File: config.mk
export PLATFORM = sky130hd
export DESIGN_NAME = bus_arbiter_flat
export DESIGN_NICKNAME = d
export VERILOG_FILES = /design/src/rtl/bus_arbiter_pkg.sv /design/src/rtl/bus_arbiter_if.sv /design/src/rtl/bus_arbiter_rr_picker.sv /design/src/rtl/bus_arbiter.sv /design/src/flat_wrapper.sv
export SDC_FILE = /design/constraint.sdc
export NUM_CORES = 1
export LEC_CHECK = 0
export ABC_AREA = 0
export CORE_MARGIN = 2
export CORE_UTILIZATION = 41
export DETAILED_ROUTE_END_ITERATION = 10
export MAX_ROUTING_LAYER = met4
export PLACE_DENSITY_LB_ADDON = 0.1
export SYNTH_ARGS = -nofsm -noshare
export SYNTH_HDL_FRONTEND = slang
export SYNTH_SLANG_ARGS = --single-unit
File: constraint.sdc
create_clock -name clk -period 2.6 [get_ports clk]
set_input_delay 0.78 -clock clk [delete_from_list [all_inputs] [get_ports clk]]
set_output_delay 0.78 -clock clk [all_outputs]
set_load 0.01 [all_outputs]
File: src/rtl/bus_arbiter_pkg.sv
// Shared MESI bus types (package mesi_types): bus commands, arbiter states
// and the fixed upper bound on cache count.
package mesi_types;

  typedef enum logic [1:0] {
    No_OP   = 2'd0,
    BusRd   = 2'd1,
    BusRdX  = 2'd2,
    BusUpgr = 2'd3
  } bus_request;

  typedef enum logic [1:0] {
    IDLE  = 2'd0,
    GRANT = 2'd1,
    SNOOP = 2'd2
  } arb_state_t;

  // Internal request vectors are always this wide so 2-bit indices fit exactly.
  localparam int unsigned MAX_CACHES = 4;

endpackage

File: src/rtl/bus_arbiter_if.sv
// Snooping-bus arbitration interface: per-cache requests in, grant and
// broadcast out. master = cache side, slave = arbiter side.
interface bus_arbiter_if
  import mesi_types::*;
#(
  parameter int unsigned NUM_CACHES = 2
);

  bus_request            req_cmd  [NUM_CACHES];
  logic [7:0]            req_addr [NUM_CACHES];
  logic [NUM_CACHES-1:0] grant;
  bus_request            cmd_out;
  logic [7:0]            addr_out;
  logic [1:0]            owner;
  logic                  busy;

  modport master (
    output req_cmd, req_addr,
    input  grant, cmd_out, addr_out, owner, busy
  );

  modport slave (
    input  req_cmd, req_addr,
    output grant, cmd_out, addr_out, owner, busy
  );

endinterface

File: src/rtl/bus_arbiter_rr_picker.sv
// Combinational round-robin picker: first set request bit after last_winner,
// wrapping modulo NUM_CACHES.
module rr_picker
  import mesi_types::*;
#(
  parameter int unsigned NUM_CACHES = 2
) (
  input  logic [MAX_CACHES-1:0] req,
  input  logic [1:0]            last_winner,
  output logic [1:0]            winner,
  output logic                  any_valid
);

  localparam logic [1:0] LAST_IDX = 2'(NUM_CACHES - 1);

  logic [1:0] cand;

  always_comb begin
    winner    = '0;
    any_valid = 1'b0;
    cand      = last_winner;
    for (int unsigned off = 0; off < NUM_CACHES; off++) begin
      cand = (cand == LAST_IDX) ? 2'd0 : cand + 2'd1;
      if (!any_valid && req[cand]) begin
        any_valid = 1'b1;
        winner    = cand;
      end
    end
  end

endmodule

File: src/rtl/bus_arbiter.sv
// Snooping-bus arbiter: IDLE -> GRANT (1 cycle) -> SNOOP (SNOOP_CYCLES) -> IDLE.
// Define MESI_UPGR_PRIORITY_EN to let BusUpgr requests beat BusRd/BusRdX.
module bus_arbiter
  import mesi_types::*;
#(
  parameter int unsigned NUM_CACHES   = 2,
  parameter int unsigned SNOOP_CYCLES = 2
) (
  input  logic          clk,
  input  logic          rst,
  bus_arbiter_if.slave  bus
);

  localparam logic [3:0]            SNOOP_LOAD  = 4'(SNOOP_CYCLES);
  localparam logic [1:0]            LAST_RESET  = 2'(NUM_CACHES - 1);
  localparam logic [NUM_CACHES-1:0] GRANT_ONE   = NUM_CACHES'(1);

  arb_state_t            state;
  logic [3:0]            snoop_cnt;
  logic [1:0]            last_winner;
  logic [1:0]            winner;
  logic                  any_valid;

  logic [MAX_CACHES-1:0] req_valid;
  bus_request            cmd_pad  [MAX_CACHES];
  logic [7:0]            addr_pad [MAX_CACHES];

  // Pad to MAX_CACHES so the winner index selects without width adaptation.
  for (genvar g = 0; g < MAX_CACHES; g++) begin : g_pad
    if (g < int'(NUM_CACHES)) begin : g_live
      assign cmd_pad[g]  = bus.req_cmd[g];
      assign addr_pad[g] = bus.req_addr[g];
    end else begin : g_tie
      assign cmd_pad[g]  = No_OP;
      assign addr_pad[g] = '0;
    end
    assign req_valid[g] = (cmd_pad[g] != No_OP);
  end

`ifdef MESI_UPGR_PRIORITY_EN
  logic [MAX_CACHES-1:0] req_upgr;
  logic [1:0]            upgr_winner;
  logic [1:0]            all_winner;
  logic                  upgr_valid;

  for (genvar g = 0; g < MAX_CACHES; g++) begin : g_upgr
    assign req_upgr[g] = (cmd_pad[g] == BusUpgr);
  end

  rr_picker #(.NUM_CACHES(NUM_CACHES)) u_pick_upgr (
    .req         (req_upgr),
    .last_winner (last_winner),
    .winner      (upgr_winner),
    .any_valid   (upgr_valid)
  );

  rr_picker #(.NUM_CACHES(NUM_CACHES)) u_pick_all (
    .req         (req_valid),
    .last_winner (last_winner),
    .winner      (all_winner),
    .any_valid   (any_valid)
  );

  // Any BusUpgr is also a valid request, so any_valid covers both pickers.
  assign winner = upgr_valid ? upgr_winner : all_winner;
`else
  rr_picker #(.NUM_CACHES(NUM_CACHES)) u_pick (
    .req         (req_valid),
    .last_winner (last_winner),
    .winner      (winner),
    .any_valid   (any_valid)
  );
`endif

  always_ff @(posedge clk or posedge rst) begin
    if (rst) begin
      state        <= IDLE;
      snoop_cnt    <= '0;
      last_winner  <= LAST_RESET;
      bus.grant    <= '0;
      bus.cmd_out  <= No_OP;
      bus.addr_out <= '0;
      bus.owner    <= '0;
      bus.busy     <= 1'b0;
    end else begin
      case (state)
        IDLE: begin
          if (any_valid) begin
            state        <= GRANT;
            bus.grant    <= GRANT_ONE << winner;
            bus.cmd_out  <= cmd_pad[winner];
            bus.addr_out <= addr_pad[winner];
            bus.owner    <= winner;
            bus.busy     <= 1'b1;
          end
        end
        GRANT: begin
          state       <= SNOOP;
          snoop_cnt   <= SNOOP_LOAD;
          bus.grant   <= '0;
          bus.cmd_out <= No_OP;
        end
        SNOOP: begin
          if (snoop_cnt == 4'd1) begin
            state       <= IDLE;
            snoop_cnt   <= '0;
            bus.busy    <= 1'b0;
            last_winner <= bus.owner;
          end else begin
            snoop_cnt <= snoop_cnt - 4'd1;
          end
        end
        default: state <= IDLE;
      endcase
    end
  end

endmodule

File: src/flat_wrapper.sv
// flat-port wrapper written by rule: the top's interface ports become plain ports
module bus_arbiter_flat import mesi_types::*;
#(
  parameter int unsigned NUM_CACHES   = 2,
  parameter int unsigned SNOOP_CYCLES = 2
)
  (clk, rst, bus_req_cmd, bus_req_addr, bus_grant, bus_cmd_out, bus_addr_out, bus_owner, bus_busy);
  bus_arbiter_if #(.NUM_CACHES(NUM_CACHES)) bus_i ();
  input  logic clk;
  input  logic rst;
  input wire logic [$bits(bus_i.req_cmd)-1:0] bus_req_cmd;
  input wire logic [$bits(bus_i.req_addr)-1:0] bus_req_addr;
  output wire logic [$bits(bus_i.grant)-1:0] bus_grant;
  output wire logic [$bits(bus_i.cmd_out)-1:0] bus_cmd_out;
  output wire logic [$bits(bus_i.addr_out)-1:0] bus_addr_out;
  output wire logic [$bits(bus_i.owner)-1:0] bus_owner;
  output wire logic [$bits(bus_i.busy)-1:0] bus_busy;
  assign bus_i.req_cmd = {>>{bus_req_cmd}};
  assign bus_i.req_addr = {>>{bus_req_addr}};
  assign bus_grant = bus_i.grant;
  assign bus_cmd_out = bus_i.cmd_out;
  assign bus_addr_out = bus_i.addr_out;
  assign bus_owner = bus_i.owner;
  assign bus_busy = bus_i.busy;
  bus_arbiter #(.NUM_CACHES(NUM_CACHES), .SNOOP_CYCLES(SNOOP_CYCLES)) u_core (.clk(clk), .rst(rst), .bus(bus_i));
endmodule
==> results of run 1 <==
routing by layer:
metal	part of all wire (%)	routed length, µm
met3	4.2	111
met5	0	0
met4	1.2	31
met1	47	1220
met2	48	1260
tightest hold or removal path, stage by stage (launching register included):
cell     delay [ps]
dfrtp_1         400
nand2_1          50
o21ai_0          50
registers in the layout (all words and copies together), names as in the netlist:
register / cells
u_core.last_winner: 2
u_core.state: 2
u_core.bus.owner: 2
u_core.bus.addr_out: 8
u_core.bus.grant: 2
u_core.bus.cmd_out: 2
u_core.bus.busy: 1
u_core.snoop_cnt: 4
final cells by class:
class / instances / area, µm² / area share [%]
repair buffers: 41 / 398 / 23.8
multi-input cells: 89 / 603 / 36.0
well taps: 31 / 38.8 / 2.32
clock inverters: 1 / 5.00 / 0.299
flip-flops and latches: 23 / 577 / 34.5
inverters: 8 / 30.0 / 1.79
clock buffers: 3 / 22.5 / 1.35
power breakdown:
group / switching, mW / total, mW / internal [mW] / leakage [nW]
clock network: 0.113 / 0.170 / 0.0575 / 0.0177
registers: 0.0965 / 0.603 / 0.507 / 0.273
logic: 0.433 / 0.867 / 0.434 / 0.450
total: 0.642 / 1.64 / 0.998 / 0.741
through the flow:
step	cell area [µm²]	instances	setup slack [ps]	power [mW]
after floorplan	1240	125	785	1.14
after global placement	1650	192	247	1.46
after detailed placement	1650	192	222	1.48
after CTS	1670	196	538	1.66
after global routing	1670	196	504	1.78
final	1670	196	556	1.64
placed cells by master (no fill, tap or decap), types with 2 or more instances in the layout:
cell type        Yosys  routed
a21oi_1             21      21
mux2i_1             11      11
o211ai_1             2       2
ha_1                 5       5
buf_4                0       5
nand2b_1             3       3
nand3_1              6       6
nand2_1             12      12
clkbuf_4             0       3
or4b_1               2       2
dfrtp_1             22      22
clkdlybuf4s50_1      0      36
a31oi_1              3       3
or4_1                2       2
inv_1                8       8
o21ai_0              5       5
nor2_1               3       3
o31ai_1              2       2
worst paths after layout:
| path | to | depth (start not counted) | start |
|---|---|---|---|
| setup reg to reg | u_core.last_winner[1] | 5 | u_core.snoop_cnt[1] |
| hold / removal | u_core.snoop_cnt[3] | 2 | u_core.snoop_cnt[3] |
| setup / recovery | bus_grant[0] | 1 | u_core.bus.grant[0] |
| min in group asynchronous | u_core.bus.owner[0] | 3 | rst |
| max in group asynchronous | u_core.last_winner[0] | 3 | rst |
| hold reg to reg | u_core.snoop_cnt[3] | 2 | u_core.snoop_cnt[3] |
synthesized netlist by cell type, drive strengths merged (3+ instances only):
cell type / number / area (µm²)
o21ai: 5 / 25.0
dfrtp: 22 / 551
mux2i: 11 / 110
nand3: 6 / 30.0
nor2: 3 / 11.3
ha: 5 / 62.6
nand2: 12 / 45.0
inv: 8 / 30.0
a31oi: 3 / 18.8
a21oi: 21 / 105
nand2b: 4 / 32.5
buf: 3 / 21.3
logic make-up (layout without fill, tap and decap cells):
kind of cell | after synthesis | in the layout | synth area share (%)
AND/OR/NAND/NOR | 35 | 35 | 15.7
flip-flops | 23 | 23 | 46.6
multiplexers | 12 | 12 | 9.80
adder cells (fa/ha/maj) | 5 | 5 | 5.05
AO/OA/AOI/OAI | 37 | 37 | 18.2
buffers and inverters | 13 | 53 | 4.75
==> results.sh, run 1 <==
export IMPL_h_tree_depth=1
export IMPL_dieWidth_um=59.0
export IMPL_yosysWarnings=0
export IMPL_rows=19
export IMPL_run_status="finished, violations left"
export IMPL_power_density_nw_per_um2=980
export IMPL_firstDrtPassIters=7
export IMPL_fmax_mhz=489
export IMPL_path_class="flip-flop to primary output"
export IMPL_start_util_pct=44.2
export IMPL_viasPerCell=5.28
export IMPL_crit_buf_inv=1
export IMPL_syn_inst=125
export IMPL_grt_pass1_vias=1070
export IMPL_cts_root_buffer="clkbuf_4"
export IMPL_violations="DRC"
export IMPL_synthDistinctLibCells=31
export IMPL_synth_area_per_cell_um2=9.91
export IMPL_synth_fp_nets=152
export IMPL_synth_flop_cell="dfrtp_1"
export IMPL_relSlewSlack_pct=67.4
export IMPL_grt_first_pass_wirelength_um=4590
export IMPL_vias=1035
export IMPL_drtAntennaViolNets=0
export IMPL_fin_skew_ps=3.05
export IMPL_wirelength_um=2630
export IMPL_vdd_drop_max_uv=411
export IMPL_slew_viol_final=0
export IMPL_worstSetupEndpointType="primary output"
export IMPL_ys_ff_latch=23
export IMPL_cap_violations=0
export IMPL_synth_edf_count=0
export IMPL_ios=37
export IMPL_core_um2=2810
export IMPL_path_cells="clkdlybuf4s50_1"
export IMPL_slowest_stage="clkdlybuf4s50_1"
export IMPL_cts_sinks=23
export IMPL_cts_inserted_buffers=3
export IMPL_die_area_um2=3480
export IMPL_cp_start_kind="flip-flop"
export IMPL_cts_resized=0
export IMPL_drt_initial_drc_count=19
export IMPL_hold_path_class="flip-flop to flip-flop"
export IMPL_drt_wirelength_per_cell_um=13.4
export IMPL_final_setup_tns_ps=0
export IMPL_clockBufferDepth=2
export IMPL_overflow=0
export IMPL_ys_seq_area_share_pct=46.6
export IMPL_cts_hold_buf=0
export IMPL_antenna_cells=0
export IMPL_grt_use_met1_pct=22.6
export IMPL_synthArstFlopShare_pct=100
export IMPL_worstSkewPairLatency_ps=310
export IMPL_reg2reg_slack_ps=900
export IMPL_whs_ps=533
export IMPL_place_hpwl_um=2030
export IMPL_max_stage_delay_ps=550
export IMPL_fin_util_pct=59.7
export IMPL_rsz0062_at_grt="no"
export IMPL_arrival_ps=1260
export IMPL_grt_total_usage_pct=17.6
export IMPL_die_h_um=59.0
export IMPL_nets=193
export IMPL_synthesis_area_um2=1240
export IMPL_layout_drive_gt1_share_pct=8.48
export IMPL_worst_pin_slew_ps=489
export IMPL_cts_tree="done"
export IMPL_fin_crit_ps=2040
export IMPL_grt_antenna_before_repair=0
export IMPL_grt_use_met2_pct=28.6
export IMPL_p_leak_nw=0.741
export IMPL_setup_viol=0
export IMPL_crit_family="buffers and inverters"
export IMPL_port_buffers=36
export IMPL_grt_start_max_net_pins=24
export IMPL_worstPathRequired_ps=1820
export IMPL_area_growth_pct=35.2
export IMPL_gp_congestion=0.771
export IMPL_top_usage_layer="met2"
export IMPL_hold_viol=0
export IMPL_post_route_drc_count=2
export IMPL_fin_crit_sh_pct=78.6
export IMPL_cp_max_fo=3
export IMPL_clk_pin_slew_ps=130
export IMPL_post_cts_buffers=0
export IMPL_use_met3_pct=2.42
export IMPL_nFillCells=269
Note: power is estimated with default switching activity, not from simulation.
==> run 2, diff against run 1 <==
clock period = 2.12 ns   (was 2.6 ns; I/O delays follow)
==> run 2 against run 1 <==
- the flow still finishes with violations (DRC)
- highest routed layer unchanged
- register-to-register slack worse by 460 ps
- sequential power up 23%
- largest cell class unchanged
- largest power group unchanged
- global-route usage up 0.38 points
- worst setup slack worse by 320 ps
- clock power up 20%
- first-iteration DRC count up 37%
- final cell count up 1.5%
==> results.sh, run 2 (synthesis gave the netlist of run 1 again) <==
export IMPL_reg_top3="u_core.bus.addr_out x8, u_core.snoop_cnt x4"
export IMPL_relSlewSlack_pct=70.5
export IMPL_crit_buf_inv=1
export IMPL_grt_total_usage_pct=18.0
export IMPL_firstDrtPassIters=7
export IMPL_drt_wirelength_per_cell_um=13.8
export IMPL_overflow=0
export IMPL_fin_crit_ps=1880
export IMPL_cts_resized=0
export IMPL_max_stage_delay_ps=540
export IMPL_setup_viol=0
export IMPL_grt_pass1_vias=1127
export IMPL_path_class="flip-flop to primary output"
export IMPL_viasPerCell=5.36
export IMPL_arrival_ps=1240
export IMPL_hold_viol=0
export IMPL_post_route_worst_setup_slack_ps=240
export IMPL_worstPathRequired_ps=1480
export IMPL_worst_pin_slew_ps=442
export IMPL_fin_crit_sh_pct=88.7
export IMPL_cap_violations=0
export IMPL_worstSetupEndpointType="primary output"
export IMPL_place_hpwl_um=2080
export IMPL_power_density_nw_per_um2=1190
export IMPL_largest_reg_flops=8
export IMPL_wirelength_um=2750
export IMPL_grt_antenna_before_repair=0
export IMPL_cp_max_fo=3
export IMPL_cts_hold_buf=0
export IMPL_port_buffers=36
export IMPL_slew_viol_final=0
export IMPL_clockBufferDepth=2
export IMPL_post_route_drc_count=2
export IMPL_cts_inserted_buffers=3
export IMPL_crit_family="buffers and inverters"
export IMPL_grt_start_max_net_pins=17
export IMPL_cts_tree="done"
export IMPL_die_area_um2=3480
export IMPL_ios=37
export IMPL_nets=196
export IMPL_fmax_mhz=532
export IMPL_clk_pin_slew_ps=130
export IMPL_cts_sinks=23
export IMPL_die_h_um=59.0
export IMPL_run_status="finished, violations left"
export IMPL_final_common_cell="clkdlybuf4s50_1"
export IMPL_post_dp_cell_area_um2=1680
export IMPL_dieWidth_um=59.0
export IMPL_core_um2=2810
export IMPL_fin_skew_ps=3.20
export IMPL_h_tree_depth=1
export IMPL_p_leak_nw=0.758
export IMPL_vias=1066
export IMPL_gp_congestion=0.725
export IMPL_layout_drive_gt1_share_pct=9.52
export IMPL_largest_register="u_core.bus.addr_out"
export IMPL_final_area_um2=1710
export IMPL_hold_path_class="flip-flop to flip-flop"
export IMPL_antenna_cells=0
export IMPL_drt_initial_drc_count=26
export IMPL_path_cells="clkdlybuf4s50_1"
export IMPL_violations="DRC"
export IMPL_start_util_pct=44.2
export IMPL_post_cts_buffers=0
export IMPL_final_cell_mix="clkdlybuf4s50_1 (36), dfrtp_1 (22), a21oi_1 (21), nand2_1 (12), mux2i_1 (11)"
export IMPL_worstSkewPairLatency_ps=310
export IMPL_area_growth_pct=37.9
export IMPL_cts_root_buffer="clkbuf_4"
export IMPL_grt_first_pass_wirelength_um=4690
export IMPL_vdd_drop_max_uv=563
export IMPL_post_place_ws_ps=-83.5
export IMPL_drtAntennaViolNets=0
export IMPL_slowest_stage="clkdlybuf4s50_1"
export IMPL_rows=19
export IMPL_cp_start_kind="flip-flop"
export IMPL_rsz0062_at_grt="no"
==> run 2: final timing paths <==
path	slack, ps	cells past startpoint	to	from
setup / recovery	240	1	bus_grant[0]	u_core.bus.grant[0]
setup reg to reg	440	5	u_core.last_winner[1]	u_core.snoop_cnt[1]
hold reg to reg	530	2	u_core.snoop_cnt[3]	u_core.snoop_cnt[3]
max in group asynchronous	1060	3	u_core.bus.grant[1]	rst
min in group asynchronous	540	2	u_core.bus.owner[1]	rst
hold / removal	530	2	u_core.snoop_cnt[3]	u_core.snoop_cnt[3]
==> run 2: metal layers <==
metal | vias up | global-route usage [%] | wire (µm) | part of all wire [%]
li1 | 527 | - | - | -
met1 | 510 | 22.6 | 1310 | 48
met2 | 25 | 30.3 | 1330 | 48
met3 | 4 | 2.64 | 85 | 3.1
met4 | 0 | 4.87 | 23 | 0.84
met5 | - | - | 0 | 0
==> run 2: through the flow <==
stage	util, %	hold slack [ps]	instances	power (mW)	setup TNS (ps)
detailed placement	59.9	494	195	1.84	-493
global placement	59.9	480	195	1.82	-268
CTS	60.9	530	199	2.05	0
finish	60.9	527	199	2.04	0
floorplan	-	461	125	1.40	0
global route	60.9	560	199	2.21	0
==> run 2: tightest hold or removal path: cells and delay by family (launching register included) <==
family | cells | cell delay, ps
DFF | 1 | 390
AOI/OAI and AO/OA | 1 | 60
and+or+nand+nor | 1 | 50
==> run 2: where the power goes <==
group | leakage, nW | total (mW) | internal, mW | switching, mW
sequential | 0.273 | 0.741 | 0.621 | 0.119
clock | 0.0150 | 0.204 | 0.0733 | 0.131
combinational | 0.470 | 1.09 | 0.556 | 0.538
==> run 2: layout make-up <==
cell class / count / area (µm²)
fillers: 247 / 1100
multi-input cells: 89 / 603
flip-flops and latches: 23 / 577
repair buffers: 44 / 433
well taps: 31 / 38.8
inverters: 8 / 30.0
clock buffers: 4 / 26.3
